**src/rtl/ps2_scancode_rx.sv**
```systemverilog
// PS/2 keyboard receiver: checks 11-bit frames and folds E0/F0 prefixes into make/break events; define PS2_TIMEOUT_EN to abort stalled frames.
// Latency: events appear one clk after the stop-bit falling edge is seen. There is no backpressure, so every event must be taken when event_valid pulses.
module ps2_scancode_rx #(
    parameter int TIMEOUT_CYCLES = 50000
) (
    input  logic        clk,
    input  logic        rst,
    input  logic        ps2_clk,
    input  logic        ps2_data,
    output logic [15:0] scancode,
    output logic [15:0] event_code,
    output logic        event_valid,
    output logic        event_break,
    output logic        frame_err
);

    typedef enum logic [1:0] {
        S_IDLE,
        S_DATA,
        S_PARITY,
        S_STOP
    } state_t;

    logic       r_clk_s1;
    logic       r_clk_s2;
    logic       r_clk_prev;
    logic       r_dat_s1;
    logic       r_dat_s2;
    logic       w_fall;

    state_t     r_state;
    state_t     w_state_nxt;
    logic [2:0] r_bitcnt;
    logic [2:0] w_bitcnt_nxt;
    logic [7:0] r_shift;
    logic [7:0] w_shift_nxt;
    logic       r_parity;
    logic       w_parity_nxt;

    logic       w_byte_good;
    logic       w_byte_bad;
    logic       w_tmo_hit;
    logic       w_err;

    logic       r_ext;
    logic       r_brk;
    logic [15:0] w_code;

    always_ff @(posedge clk or posedge rst) begin
        if (rst) begin
            r_clk_s1   <= 1'b1;
            r_clk_s2   <= 1'b1;
            r_clk_prev <= 1'b1;
            r_dat_s1   <= 1'b1;
            r_dat_s2   <= 1'b1;
        end else begin
            r_clk_s1   <= ps2_clk;
            r_clk_s2   <= r_clk_s1;
            r_clk_prev <= r_clk_s2;
            r_dat_s1   <= ps2_data;
            r_dat_s2   <= r_dat_s1;
        end
    end

    assign w_fall = r_clk_prev & ~r_clk_s2;

`ifdef PS2_TIMEOUT_EN
    localparam int TW = (TIMEOUT_CYCLES > 1) ? $clog2(TIMEOUT_CYCLES) : 1;
    logic [TW-1:0] r_tmo_cnt;

    always_ff @(posedge clk or posedge rst) begin
        if (rst) begin
            r_tmo_cnt <= '0;
        end else if (w_fall || r_state == S_IDLE) begin
            r_tmo_cnt <= '0;
        end else begin
            r_tmo_cnt <= r_tmo_cnt + 1'b1;
        end
    end

    // A fall in the terminal cycle wins: the frame simply advances.
    assign w_tmo_hit = (r_state != S_IDLE) && !w_fall &&
                       (r_tmo_cnt == TW'(TIMEOUT_CYCLES - 1));
`else
    assign w_tmo_hit = 1'b0;
`endif

    always_ff @(posedge clk or posedge rst) begin
        if (rst) begin
            r_state  <= S_IDLE;
            r_bitcnt <= 3'd0;
            r_shift  <= 8'd0;
            r_parity <= 1'b0;
        end else begin
            r_state  <= w_state_nxt;
            r_bitcnt <= w_bitcnt_nxt;
            r_shift  <= w_shift_nxt;
            r_parity <= w_parity_nxt;
        end
    end

    always_comb begin
        w_state_nxt  = r_state;
        w_bitcnt_nxt = r_bitcnt;
        w_shift_nxt  = r_shift;
        w_parity_nxt = r_parity;
        w_byte_good  = 1'b0;
        w_byte_bad   = 1'b0;
        if (w_fall) begin
            case (r_state)
                S_IDLE: begin
                    if (!r_dat_s2) begin
                        w_state_nxt  = S_DATA;
                        w_bitcnt_nxt = 3'd0;
                    end
                end
                S_DATA: begin
                    w_shift_nxt  = {r_dat_s2, r_shift[7:1]};
                    w_bitcnt_nxt = r_bitcnt + 3'd1;
                    if (r_bitcnt == 3'd7) begin
                        w_state_nxt = S_PARITY;
                    end
                end
                S_PARITY: begin
                    w_parity_nxt = r_dat_s2;
                    w_state_nxt  = S_STOP;
                end
                S_STOP: begin
                    w_state_nxt = S_IDLE;
                    if (r_dat_s2 && (^{r_shift, r_parity})) begin
                        w_byte_good = 1'b1;
                    end else begin
                        w_byte_bad = 1'b1;
                    end
                end
                default: w_state_nxt = S_IDLE;
            endcase
        end else if (w_tmo_hit) begin
            w_state_nxt = S_IDLE;
        end
    end

    assign w_err  = w_byte_bad | w_tmo_hit;
    assign w_code = {(r_ext ? 8'hE0 : 8'h00), r_shift};

    always_ff @(posedge clk or posedge rst) begin
        if (rst) begin
            r_ext       <= 1'b0;
            r_brk       <= 1'b0;
            scancode    <= 16'h0000;
            event_code  <= 16'h0000;
            event_valid <= 1'b0;
            event_break <= 1'b0;
            frame_err   <= 1'b0;
        end else begin
            event_valid <= 1'b0;
            frame_err   <= w_err;
            if (w_err) begin
                r_ext <= 1'b0;
                r_brk <= 1'b0;
            end else if (w_byte_good) begin
                case (r_shift)
                    8'hE0: r_ext <= 1'b1;
                    8'hF0: r_brk <= 1'b1;
                    default: begin
                        event_valid <= 1'b1;
                        event_code  <= w_code;
                        event_break <= r_brk;
                        r_ext       <= 1'b0;
                        r_brk       <= 1'b0;
                        // A release only clears the held code if it is the key being held.
                        if (!r_brk) begin
                            scancode <= w_code;
                        end else if (scancode == w_code) begin
                            scancode <= 16'h0000;
                        end
                    end
                endcase
            end
        end
    end

endmodule

```
**config.mk**
```make
export PLATFORM = sky130hd
export DESIGN_NAME = ps2_scancode_rx
export DESIGN_NICKNAME = d
export VERILOG_FILES = /design/src/rtl/ps2_scancode_rx.sv
export SDC_FILE = /design/constraint.sdc
export NUM_CORES = 1
export LEC_CHECK = 0
export ABC_CLOCK_PERIOD_IN_PS = 4300
export CAP_MARGIN = 25
export CORE_MARGIN = 5
export CORE_UTILIZATION = 55
export DETAILED_ROUTE_END_ITERATION = 16
export PLACE_DENSITY = 0.84
export SYNTH_ARGS = -nofsm -noshare
export SYNTH_HDL_FRONTEND = slang
export SYNTH_SLANG_ARGS = --single-unit
```
**constraint.sdc**
```tcl
create_clock -name clk -period 4.3 [get_ports clk]
set_clock_uncertainty 0.15 [all_clocks]
set_input_delay 1.29 -clock clk [delete_from_list [all_inputs] [get_ports clk]]
set_output_delay 1.29 -clock clk [all_outputs]
set_load 0.01 [all_outputs]
```
==> summary.md <==
| Metric | Value |
|---|---|
| Status | `finished clean` |
| CP Capture Type | `primary output` |
| Max VDD drop | `338.0 uV` |
| Remaining antenna violation count after routing | `0` |
| CP bufs+invs | `1` |
| Final worst setup slack | `between 1.5 and 2 ns` |
| IO buf count | `28` |
| #FFs+latches synth | `42` |
| Slew Viols, Final | `0` |
| RSZ-0062 raised after global routing | `false` |
| Global route hottest layer | `met2` |
| Std cell rows | `22` |
| Multi-input gate area | `about 830 um2` |
| CTS H-tree depth | `2` |
| Synthesized area | `2031 um2` |
| Maximum fanout along the worst path | `3` |
| Crit path required time | `2.86 ns` |
| TritonCTS buffer count | `5` |
| Sequential area share after synthesis | `0.5206` |
| Cell internal pwr | `between 1 and 1.5 mW` |
| Layout cell share with drive strength beyond 1 | `0.2126` |
| Detailed placement HPWL | `between 2 and 3 mm` |
| Layout Area Growth over Synthesis | `16.20%` |
| Period minus WS final | `2.721 ns` |
| Worst Min Path Start | `r_clk_s1` |
| Post-CTS setup buffers | `0` |
| Seq pwr share | `0.378` |
| Setup-failing EPs final | `0` |
| Routed vias/inst | `about 5.3` |
| Chip width | `70.77 um` |
| Die Ht | `70.77 um` |
| Post-CTS Hold Buffers | `0` |
| Sw power | `633.0 uW` |
| Worst Setup Start Kind | `register` |
| Clock transition at path regs | `0.07 ns` |
| Critical path, cell by cell | `clkdlybuf4s50_1` |
| Core area | `3606 um2` |
| Resize count post-CTS | `0` |
| Critical path data arrival time | `1.28 ns` |
| Synth Warn # | `0` |
| Initial core utilization | `0.5632` |
| Syn_area_per_cell | `between 10 and 15 um2` |
| Max cap viols | `0` |
| Nets | `183` |
| Gp weighted congestion | `0.7714` |
| Mapped Cells | `150` |
| Largest net degree at the start of global routing | `43` |
| Logic pwr share | `0.461` |
| Vias in the first global route | `between 1000 and 1500` |
| First-pass DRT Iterations | `4` |
| Met3 GRT Util | `0.05256` |
| CP peak stage delay | `0.59 ns` |
| Met2 global-route usage | `0.2554` |
| Static leakage | `~1.1 nW` |
| RR Startpoint | `r_shift[1]` |
| Max Clk Rate | `367.6 MHz` |
| WHS Endpoint | `r_clk_s2` |
| Tot GR Track Use | `0.1498` |
| # DRC | `0` |
| Synth cell types | `37` |
| Die ar. | `5008 um2` |
| Final Hold Viols | `0` |
| DP Worst Slack | `1.864 ns` |
| Overflow after GRT | `0` |
| Hold/Removal Path Class | `reg2reg` |
| Critical Path Slowest Stage Cell | `clkdlybuf4s50_1` |
| Worst skew pair latency | `roughly 0.29 ns` |
| Met1 usage | `0.1633` |
| Post-synth EDFFs | `0` |
| Sw frac | `0.3437` |
| Clock Power Share | `0.162` |
| Critical path class | `reg2out` |
| CTS max path bufs | `2` |
| ANT cells | `0` |
| Iteration-0 DRC Markers | `between 60 and 70` |
| WL final | `3.462 mm` |
| Power Density | `780.5 nW/um2` |
| Path depth of the worst reg2reg path | `5` |
| Most used DFF post-synth | `dfrtp_1` |
| FF/Latch Area | `1057 um2` |
| Setup TNS after final layout | `0 ns` |
| # IOs | `39` |
| Vias | `around 1200` |
| CTS tree | `done` |
| Tcrit/Tclk final | `0.6327` |
| Initial antenna violation count | `0` |
| RR Endpoint | `event_code[0]` |
| Wirelength per Cell | `approximately 16 um` |
| Clk root buf | `clkbuf_8` |
| Hold Path Stages | `0` |
| Ys async rst share | `1.000` |
| First-pass GRT wire length | `5.761 mm` |
| Crit path max-delay family | `buffers and inverters` |
| Sink Count | `42` |
| # fillers | `roughly 260` |
| R2R Setup Slk | `1.84 ns` |
[sequential cells by signal, summed over array words and instances (netlist names)]
register	flops
r_dat_s2	1
r_clk_s1	1
frame_err	1
r_state	2
r_bitcnt	3
r_clk_prev	1
scancode	9
r_brk	1
r_ext	1
r_dat_s1	1
event_break	1
event_code	9
r_shift	8
r_parity	1
event_valid	1
r_clk_s2	1
[cells by family (layout without fill, tap and decap cells)]
group,Yosys count,count (layout),share of synthesized area
xor gates and xnor gates,16,16,0.09488
muxes,20,20,0.1275
and+or+nand+nor,20,20,0.05854
other,1,10,0.001847
AOI/OAI and AO/OA,19,19,0.07394
buffers and inverters,26,41,0.08564
adders and majority gates,6,6,0.03697
DFF,42,42,0.5206
[routing by layer]
metal  routed length [um]  vias to the layer above
met1                 1358                      582
met5                    0                        -
met2                 1787                       36
li1                     -                      544
met3                  227                        9
met4                   88                        0
[cell usage after synthesis, types with 2 or more instances]
| master | n | share of area |
|---|---|---|
| mux2_4 | 9 | 0.067 |
| dfrtp_1 | 37 | 0.46 |
| mux2_2 | 11 | 0.061 |
| a32o_1 | 5 | 0.025 |
| clkbuf_1 | 2 | 0.0037 |
| ha_1 | 6 | 0.037 |
| xnor2_1 | 10 | 0.043 |
| o21ai_0 | 3 | 0.0074 |
| a21oi_1 | 2 | 0.0049 |
| dfstp_2 | 5 | 0.065 |
| xor2_1 | 2 | 0.0086 |
| inv_1 | 4 | 0.0074 |
| nand2_1 | 5 | 0.0092 |
| buf_4 | 15 | 0.055 |
| buf_2 | 3 | 0.0074 |
| nor3_1 | 3 | 0.0074 |
| a22o_1 | 6 | 0.026 |
| nor2_1 | 3 | 0.0055 |
[layout by cell type, fill, tap and decap left out, types with 3 or more instances in the layout]
master and instances:
dfstp_2 5, nor2_1 3, o21ai_0 3, clkdlybuf4s50_1 28, mux2_4 9, dfrtp_1 37
conb_1 10, a32o_1 5, mux2_2 11, xnor2_1 10, nor3_1 3, a22o_1 6
nand2_1 5, clkbuf_8 5, ha_1 6, inv_1 4
[metrics by stage]
| step | utilization | area, um2 | cells | total power, mW | hold slack [ns] |
|---|---|---|---|---|---|
| after floorplan | - | 2064 | 159 | 1.314 | 0.1952 |
| after global placement | 0.6249 | 2253 | 214 | 1.507 | 0.1969 |
| after detailed placement | 0.6249 | 2253 | 214 | 1.551 | 0.1995 |
| after CTS | 0.6544 | 2360 | 222 | 1.854 | 0.2071 |
| after global routing | 0.6544 | 2360 | 222 | 1.957 | 0.1995 |
| final | 0.6544 | 2360 | 222 | 1.842 | 0.2041 |
[worst reg2reg max path: stages, from the launching register on]
cell	delay, ns
dfrtp_1	0.47
xnor3_1	0.45
xnor3_2	0.28
xor3_2	0.29
and3_4	0.34
mux2_2	0.36
[final cells by class]
cell class                      count  share of cell area
Sequential cell                    42              0.4480
Multi-Input combinational cell     91              0.3531
Timing Repair Buffer               29              0.1220
Clock buffer                        7             0.03234
Tap cell                           48             0.02545
Clock inverter                      1             0.01273
Inverter                            4            0.006363
[worst max-delay path by stage]
stage | start | endpoint | slack [ns] | cells past startpoint
3_5_place_dp | r_shift[0] | event_code[0] | 1.86 | 5
3_3_place_gp | scancode[14] | scancode[13] | 1.92 | 1
6_report | scancode[3] | scancode[3] | 1.58 | 1
5_1_grt | scancode[3] | scancode[3] | 1.52 | 1
4_1_cts | scancode[14] | scancode[15] | 1.56 | 1
2_1_floorplan | rst | event_break | 1.89 | 1
[power by group through the flow]
stage / registers [mW] / clock network [mW] / logic, mW
floorplan: 0.645 / 0 / 0.670
finish: 0.696 / 0.297 / 0.848
CTS: 0.695 / 0.306 / 0.853
global route: 0.716 / 0.318 / 0.923
detailed placement: 0.703 / 0 / 0.848
global placement: 0.687 / 0 / 0.819
Note: power is estimated with default switching activity, not from simulation.
